<file path="src/rtl/clock_ctrl_div.sv">
// Glitch-free programmable CPU clock: run/halt/single-step, tick strobe, cycle counter.
// Optional breakpoint halt on PC match when CLOCK_CTRL_BREAK_EN is defined.
module clock_ctrl_div #(
  parameter int unsigned DIV_W = 8,
  parameter int unsigned CNT_W = 32
) (
  input  logic             CLOCK,
  input  logic             Reset,
  input  logic [DIV_W-1:0] Div,
  input  logic [1:0]       Mode,
  input  logic             Step,
`ifdef CLOCK_CTRL_BREAK_EN
  input  logic [31:0]      PC,
  input  logic [31:0]      BreakPC,
  input  logic             BreakValid,
  output logic             BreakHit,
`endif
  output logic             ClockDIV,
  output logic             CpuTick,
  output logic [CNT_W-1:0] CycleCount,
  output logic [1:0]       Estado
);

  typedef enum logic [1:0] {
    ST_RUN  = 2'd0,
    ST_HALT = 2'd1,
    ST_STEP = 2'd2
  } state_t;

  localparam logic [1:0] MODE_RUN  = 2'b00;
  localparam logic [1:0] MODE_STEP = 2'b10;

  state_t           state, state_nxt;
  logic [DIV_W-1:0] cnt, cnt_nxt;
  logic [DIV_W-1:0] div_lat, div_nxt;
  logic             clk_nxt;
  logic             tick_nxt;
  logic [CNT_W-1:0] count_nxt;
  logic             step_d;
  logic             step_edge;
  logic             at_end;
  logic             do_toggle;
`ifdef CLOCK_CTRL_BREAK_EN
  logic             brk_nxt;
`endif

  assign step_edge = Step & ~step_d;
  assign at_end    = (cnt == div_lat);
  assign Estado    = state;

  // Next-state and datapath; decisions use the pre-toggle ClockDIV value
  always_comb begin
    state_nxt = state;
    cnt_nxt   = cnt;
    div_nxt   = div_lat;
    clk_nxt   = ClockDIV;
    tick_nxt  = 1'b0;
    count_nxt = CycleCount;
    do_toggle = 1'b0;
`ifdef CLOCK_CTRL_BREAK_EN
    brk_nxt   = BreakHit;
`endif

    case (state)
      ST_RUN: begin
        if ((Mode != MODE_RUN) && !ClockDIV) begin
          state_nxt = ST_HALT;
          cnt_nxt   = '0;
        end else if (at_end) begin
          do_toggle = 1'b1;
          if (ClockDIV) begin
            if (Mode != MODE_RUN) state_nxt = ST_HALT;
`ifdef CLOCK_CTRL_BREAK_EN
            if (BreakValid && (PC == BreakPC)) begin
              state_nxt = ST_HALT;
              brk_nxt   = 1'b1;
            end
`endif
          end
        end else begin
          cnt_nxt = cnt + DIV_W'(1);
        end
      end

      ST_HALT: begin
        // Keep div_lat tracking Div so the first phase after resume uses it
        clk_nxt = 1'b0;
        cnt_nxt = '0;
        div_nxt = Div;
        if (Mode == MODE_RUN) begin
          state_nxt = ST_RUN;
`ifdef CLOCK_CTRL_BREAK_EN
          brk_nxt   = 1'b0;
`endif
        end else if ((Mode == MODE_STEP) && step_edge) begin
          state_nxt = ST_STEP;
`ifdef CLOCK_CTRL_BREAK_EN
          brk_nxt   = 1'b0;
`endif
        end
      end

      ST_STEP: begin
        if (at_end) begin
          do_toggle = 1'b1;
          if (ClockDIV) state_nxt = ST_HALT;
        end else begin
          cnt_nxt = cnt + DIV_W'(1);
        end
      end

      default: begin
        state_nxt = ST_HALT;
        clk_nxt   = 1'b0;
        cnt_nxt   = '0;
      end
    endcase

    if (do_toggle) begin
      clk_nxt = ~ClockDIV;
      cnt_nxt = '0;
      div_nxt = Div;
      if (!ClockDIV) begin
        tick_nxt  = 1'b1;
        count_nxt = CycleCount + CNT_W'(1);
      end
    end
  end

  always_ff @(posedge CLOCK) begin
    if (!Reset) begin
      state      <= ST_RUN;
      cnt        <= '0;
      div_lat    <= Div;
      ClockDIV   <= 1'b0;
      CpuTick    <= 1'b0;
      CycleCount <= '0;
      step_d     <= Step;
`ifdef CLOCK_CTRL_BREAK_EN
      BreakHit   <= 1'b0;
`endif
    end else begin
      state      <= state_nxt;
      cnt        <= cnt_nxt;
      div_lat    <= div_nxt;
      ClockDIV   <= clk_nxt;
      CpuTick    <= tick_nxt;
      CycleCount <= count_nxt;
      step_d     <= Step;
`ifdef CLOCK_CTRL_BREAK_EN
      BreakHit   <= brk_nxt;
`endif
    end
  end

endmodule

</file>
<file path="config.mk">
export PLATFORM = sky130hd
export DESIGN_NAME = clock_ctrl_div
export DESIGN_NICKNAME = d
export VERILOG_FILES = /design/src/rtl/clock_ctrl_div.sv
export SDC_FILE = /design/constraint.sdc
export NUM_CORES = 1
export LEC_CHECK = 0
export BUFFER_PORTS_ARGS = -buffer_cell sky130_fd_sc_hd__clkbuf_2
export CAP_MARGIN = 20
export CORE_MARGIN = 3
export CORE_UTILIZATION = 54
export CTS_CLUSTER_SIZE = 25
export DETAILED_ROUTE_END_ITERATION = 12
export GPL_TIMING_DRIVEN = 0
export PLACE_DENSITY = 0.78
export SYNTH_ARGS = -nofsm -noshare
export SYNTH_HDL_FRONTEND = slang
export SYNTH_SLANG_ARGS = --single-unit
</file>
<file path="constraint.sdc">
create_clock -name CLOCK -period 2.7 [get_ports CLOCK]
set_input_delay 0.27 -clock CLOCK [delete_from_list [all_inputs] [get_ports CLOCK]]
set_output_delay 0.27 -clock CLOCK [all_outputs]
set_load 0.005 [all_outputs]
</file>
# == Word level (Yosys, flattened, before mapping) ==
# Cells that the tools add are included.
# word_totals
ff_bits,53
mem_count,0
ramBits,0
out_inout_bits,36
input_bits,13
word_cells,57
latch_bits,0
mem_bits_ro,0
# classes
bitwise,4
add_sub_neg,2
muxes,21
n_eq_ne,12
order_cmp,0
n_shift,0
multipliers,0
n_reduce_logical,11
div_mod_pow,0
# op_table
op,count
two-way mux 8 bit,5
adder 32 x 1 -> 32 bit (second input constant),1
two-way mux 2 bit,8
one-hot mux 8 bit (2 select lines),1
inequality test 3 bit (second input constant),4
adder 8 x 1 -> 8 bit (second input constant),1
equality test 8 bit,1
one-hot mux 2 bit (3 select lines),1
AND reduction 6 bit,1
two-way mux 1 bit,5
equality test 2 bit (second input constant),2
logical NOT 2 bit,2
inequality test 2 bit (second input constant),2
AND reduction 2 bit,2
OR reduction 2 bit,2
inequality test 3 x 1 -> 1 bit (second input constant),1
NOT 1 bit,3
equality test 2 x 1 -> 1 bit (second input constant),1
logical AND 1 bit,2
inequality test 2 x 1 -> 1 bit (second input constant),1
one-hot mux 1 bit (2 select lines),1
nonzero test 2 bit,1
bitwise AND 1 bit,1
logical NOT 1 bit,1

# == Depth between registers and ports, before layout ==
# depth
word_depth,6
depth_mapped,8

# == Least setup slack after synthesis ==
# OpenSTA, ideal clock, no wires.
# synth_path
path_type,reg-to-reg
startpoint,reg div_lat[4]
endpoint,reg CycleCount[24]
path_stages_with_launch,7
setup_time_ns,0.071
period_less_slack_ns,2.116
slack_ns,0.584
t_arrival_ns,2.046
required_ns,2.629
n_path_buf,1
cell_sequence,edfxtp_1 -> xnor2_2 -> nand4_2 -> or4_1 -> buf_2 -> or4_1 -> a21oi_1
# synth_between
elab_chain_len,5
# synth_lines
item,line,rtl
"start, declared",35,"logic [DIV_W-1:0] div_lat, div_nxt;"
"start signal, assigned",134,div_lat <= Div;
"start signal, assigned",145,div_lat <= div_nxt;
equality test 8 bit (*),48,assign at_end = (cnt == div_lat);
two-way mux 1 bit (*),"69, 104",
two-way mux 1 bit,66,if ((Mode != MODE_RUN) && !ClockDIV) begin
one-hot mux 1 bit (2 select lines) (*),64,case (state)
AND reduction 2 bit (no source line) (*),--,
"end signal, assigned",148,CycleCount <= count_nxt;
"end, declared",20,"output logic [CNT_W-1:0] CycleCount,"
# Mark *: on every way between the ends. The rest lies on a longest branch, timed or not.
# A chain may end at the register's enable or synchronous reset.

# == Worst setup path after layout ==
# layout_path
startpoint,reg div_lat[5]
endpoint,reg CycleCount[16]
# The elaborated chain is that of the path after synthesis.

==> flow_summary.json <==
{
  "status": "completed",
  "grt_max_degree": 15,
  "combPwrFrac_pct": 5.2,
  "ctsResizeCount": 0,
  "seqPwrFrac_pct": 61.5,
  "coreArea_um2": 4410,
  "setup_slack_ns": 0.287,
  "netSwitchingFraction_pct": 22.0,
  "clk_pin_slew_worst_paths_ns": 0.09,
  "avgSynthCellArea_um2": 9.00,
  "drt_iter0_drc": 198,
  "netlist_instances": 279,
  "post_cts_buffers": 0,
  "syn_area_um2": 2510,
  "synth_fp_nets": 294,
  "dp_cells": 379,
  "fill_cells": 405,
  "numCtsBuffers": 5,
  "crit_required_ns": 2.87,
  "p_leak_nw": 0.966,
  "reg2reg_depth": 8,
  "clockBufferDepth": 2,
  "setup_viol": 0,
  "port-buffer-count": 48,
  "p_per_area_nw_per_um2": 462,
  "worstPathMaxFanout": 10,
  "antenna_found_initial": 0,
  "hold_buffers": 0,
  "fin_skew_ns": 0.00526,
  "finalHoldViolations": 0,
  "start_util_pct": 56.9,
  "place.gp.congestion": 0.799,
  "rows": 24,
  "clockPowerShare_pct": 33.3,
  "hold_depth": 1,
  "final.min_clock_period_ns": 2.41,
  "fin_crit_sh_pct": 89.4,
  "worst_pin_slew_ns": 0.938,
  "maxCapViolCount": 0,
  "arrival_ns": 2.58,
  "drv_slew": 0,
  "ys_types": 38,
  "clock_sinks": 53,
  "power.internal_mw": 1.05,
  "dp.final_hpwl_um": 4350,
  "criticalPathCategory": "register to register",
  "root_buffer": "clkbuf_8",
  "finalNetCount": 349,
  "drive_above_1_share_pct": 19.8,
  "synth_seq_area_share_pct": 45.5,
  "vdd_drop_max_mv": 0.282,
  "fmax_ghz": 0.415,
  "die_h_um": 74.2,
  "first_pass_iters": 5,
  "vias": 2412,
  "area_delta_synth_final_pct": 15.6,
  "die-area_um2": 5500,
  "yosysWarnings": 0,
  "max-slew-margin-rel_pct": 36.9,
  "start_kind": "register",
  "grt_overflow": 0,
  "grt_pass1_vias": 2136,
  "rsz0062_at_grt": "false",
  "p_sw_mw": 0.294,
  "die_width_um": 74.2,
  "layout_common_cells": "48 x clkbuf_2, 45 x dfxtp_1, 29 x a21oi_1, 23 x nor2_1, 19 x nand2_1",
  "drt-wirelength-per-cell_um": 15.3,
  "drc": 0,
  "ant_nets": 0,
  "ioPinCount": 49,
  "hold_path.class": "input port to register",
  "cts_tree": "built",
  "layout_commonest_cell": "clkbuf_2",
  "layout.cells.non_filler": 386,
  "vias_per_cell": 6.25,
  "grt_use_total_pct": 22.5,
  "multi_input_area_um2": 1300,
  "grt_pass1_wl_um": 9760,
  "routed_wirelength_um": 5910,
  "tns_ns": 0,
  "insertion_delay_ns": 0.30,
  "h-tree-depth": 2,
  "regArea_um2": 1140,
  "crit_path_end_kind": "register",
  "pre_cts_ws_ns": 0.337,
  "synth_seq_cells": 53,
  "n_antenna_cell": 0
}
==> cell families (layout without fill, tap and decap cells) <==
| logic type | after synthesis | count (layout) | share of synthesized area [%] |
|---|---|---|---|
| muxes | 1 | 1 | 0.399 |
| AOI/OAI and AO/OA | 71 | 71 | 17.0 |
| and+or+nand+nor | 118 | 118 | 26.3 |
| DFF | 53 | 53 | 45.5 |
| xor gates and xnor gates | 16 | 16 | 7.08 |
| adders and majority gates | 2 | 2 | 0.997 |
| buffers and inverters | 18 | 73 | 2.74 |
==> synth_stat cells <==
cell type / instances / share of area, %
dfxtp_1: 45 / 36
a21oi_1: 29 / 5.8
nor2_1: 23 / 3.4
nand2_1: 19 / 2.8
nand4_1: 17 / 4.2
o21ai_0: 16 / 3.2
or4_1: 15 / 4.5
o31ai_1: 12 / 3.6
or3_1: 12 / 3.0
clkbuf_1: 10 / 1.5
nand3_1: 9 / 1.8
edfxtp_1: 8 / 9.6
xnor2_1: 8 / 2.8
nor3_1: 7 / 1.4
inv_1: 6 / 0.90
a211oi_1: 5 / 1.5
xnor2_2: 5 / 3.2
and3_1: 3 / 0.75
o21a_1: 3 / 0.90
xor2_1: 3 / 1.0
and4_1: 2 / 0.70
ha_1: 2 / 1.0
nand3b_1: 2 / 0.60
nand4_2: 2 / 1.0
nor4_1: 2 / 0.50
or2_2: 2 / 0.50
a21bo_2: 1 / 0.40
a21o_1: 1 / 0.30
a31oi_1: 1 / 0.25
buf_2: 1 / 0.20
clkinv_1: 1 / 0.15
mux2i_1: 1 / 0.40
nand2b_1: 1 / 0.25
nand4b_1: 1 / 0.35
nand4bb_1: 1 / 0.45
o2111ai_1: 1 / 0.35
o221a_2: 1 / 0.45
o41ai_1: 1 / 0.35
==> power by group through the flow <==
| stage | logic, mW | registers (mW) | clock network, mW |
|---|---|---|---|
| after floorplan | 0.0452 | 0.841 | 0 |
| after global placement | 0.0660 | 0.842 | 0 |
| after detailed placement | 0.0688 | 0.843 | 0 |
| after CTS | 0.0699 | 0.824 | 0.450 |
| after global routing | 0.0771 | 0.826 | 0.485 |
| final | 0.0700 | 0.824 | 0.446 |
==> critical path: stages (launching register included) <==
cell	delay, ns
edfxtp_1	0.43
xnor2_2	0.25
and4_1	0.21
clkbuf_1	0.28
nand4_1	0.16
clkbuf_1	0.25
clkbuf_1	0.29
o31ai_1	0.31
a21oi_1	0.10
==> state kept, by name, indices dropped and copies added (netlist names) <==
signal	cells
step_d	1
CycleCount	32
ClockDIV	1
div_lat	8
CpuTick	1
Estado	2
cnt	8
==> per-stage QoR <==
stage	hold slack [ns]	power [mW]	area [µm²]	util (%)
4_1_cts	0.0787	1.34	2900	65.7
5_1_grt	0.0843	1.39	2900	65.7
6_report	0.0810	1.34	2900	65.7
3_5_place_dp	0.393	0.912	2820	63.8
3_3_place_gp	0.389	0.908	2820	63.8
2_1_floorplan	0.298	0.886	2510	-
==> routing by layer <==
metal / share of wire (%) / global-route usage, %
met1: 44 / 29.8
met3: 6.6 / 4.19
met2: 47 / 36.6
met4: 1.6 / 8.65
met5: 0 / 0
==> area by class of cell <==
type / count / share of cell area (%)
multi-input cells: 208 / 44.8
flip-flops and latches: 53 / 39.3
repair buffers: 48 / 8.28
clock buffers: 7 / 2.98
well taps: 52 / 2.24
plain buffers: 11 / 1.47
inverters: 7 / 0.906
==> final timing paths <==
path	slack [ns]	end	startpoint
worst min-delay path	0.08	step_d	Step
worst max register to register	0.29	CycleCount[16]	div_lat[5]
worst min register to register	0.48	cnt[0]	cnt[0]
worst max-delay path	0.29	CycleCount[16]	div_lat[5]
No activity file was read; power rests on OpenSTA's default activity.
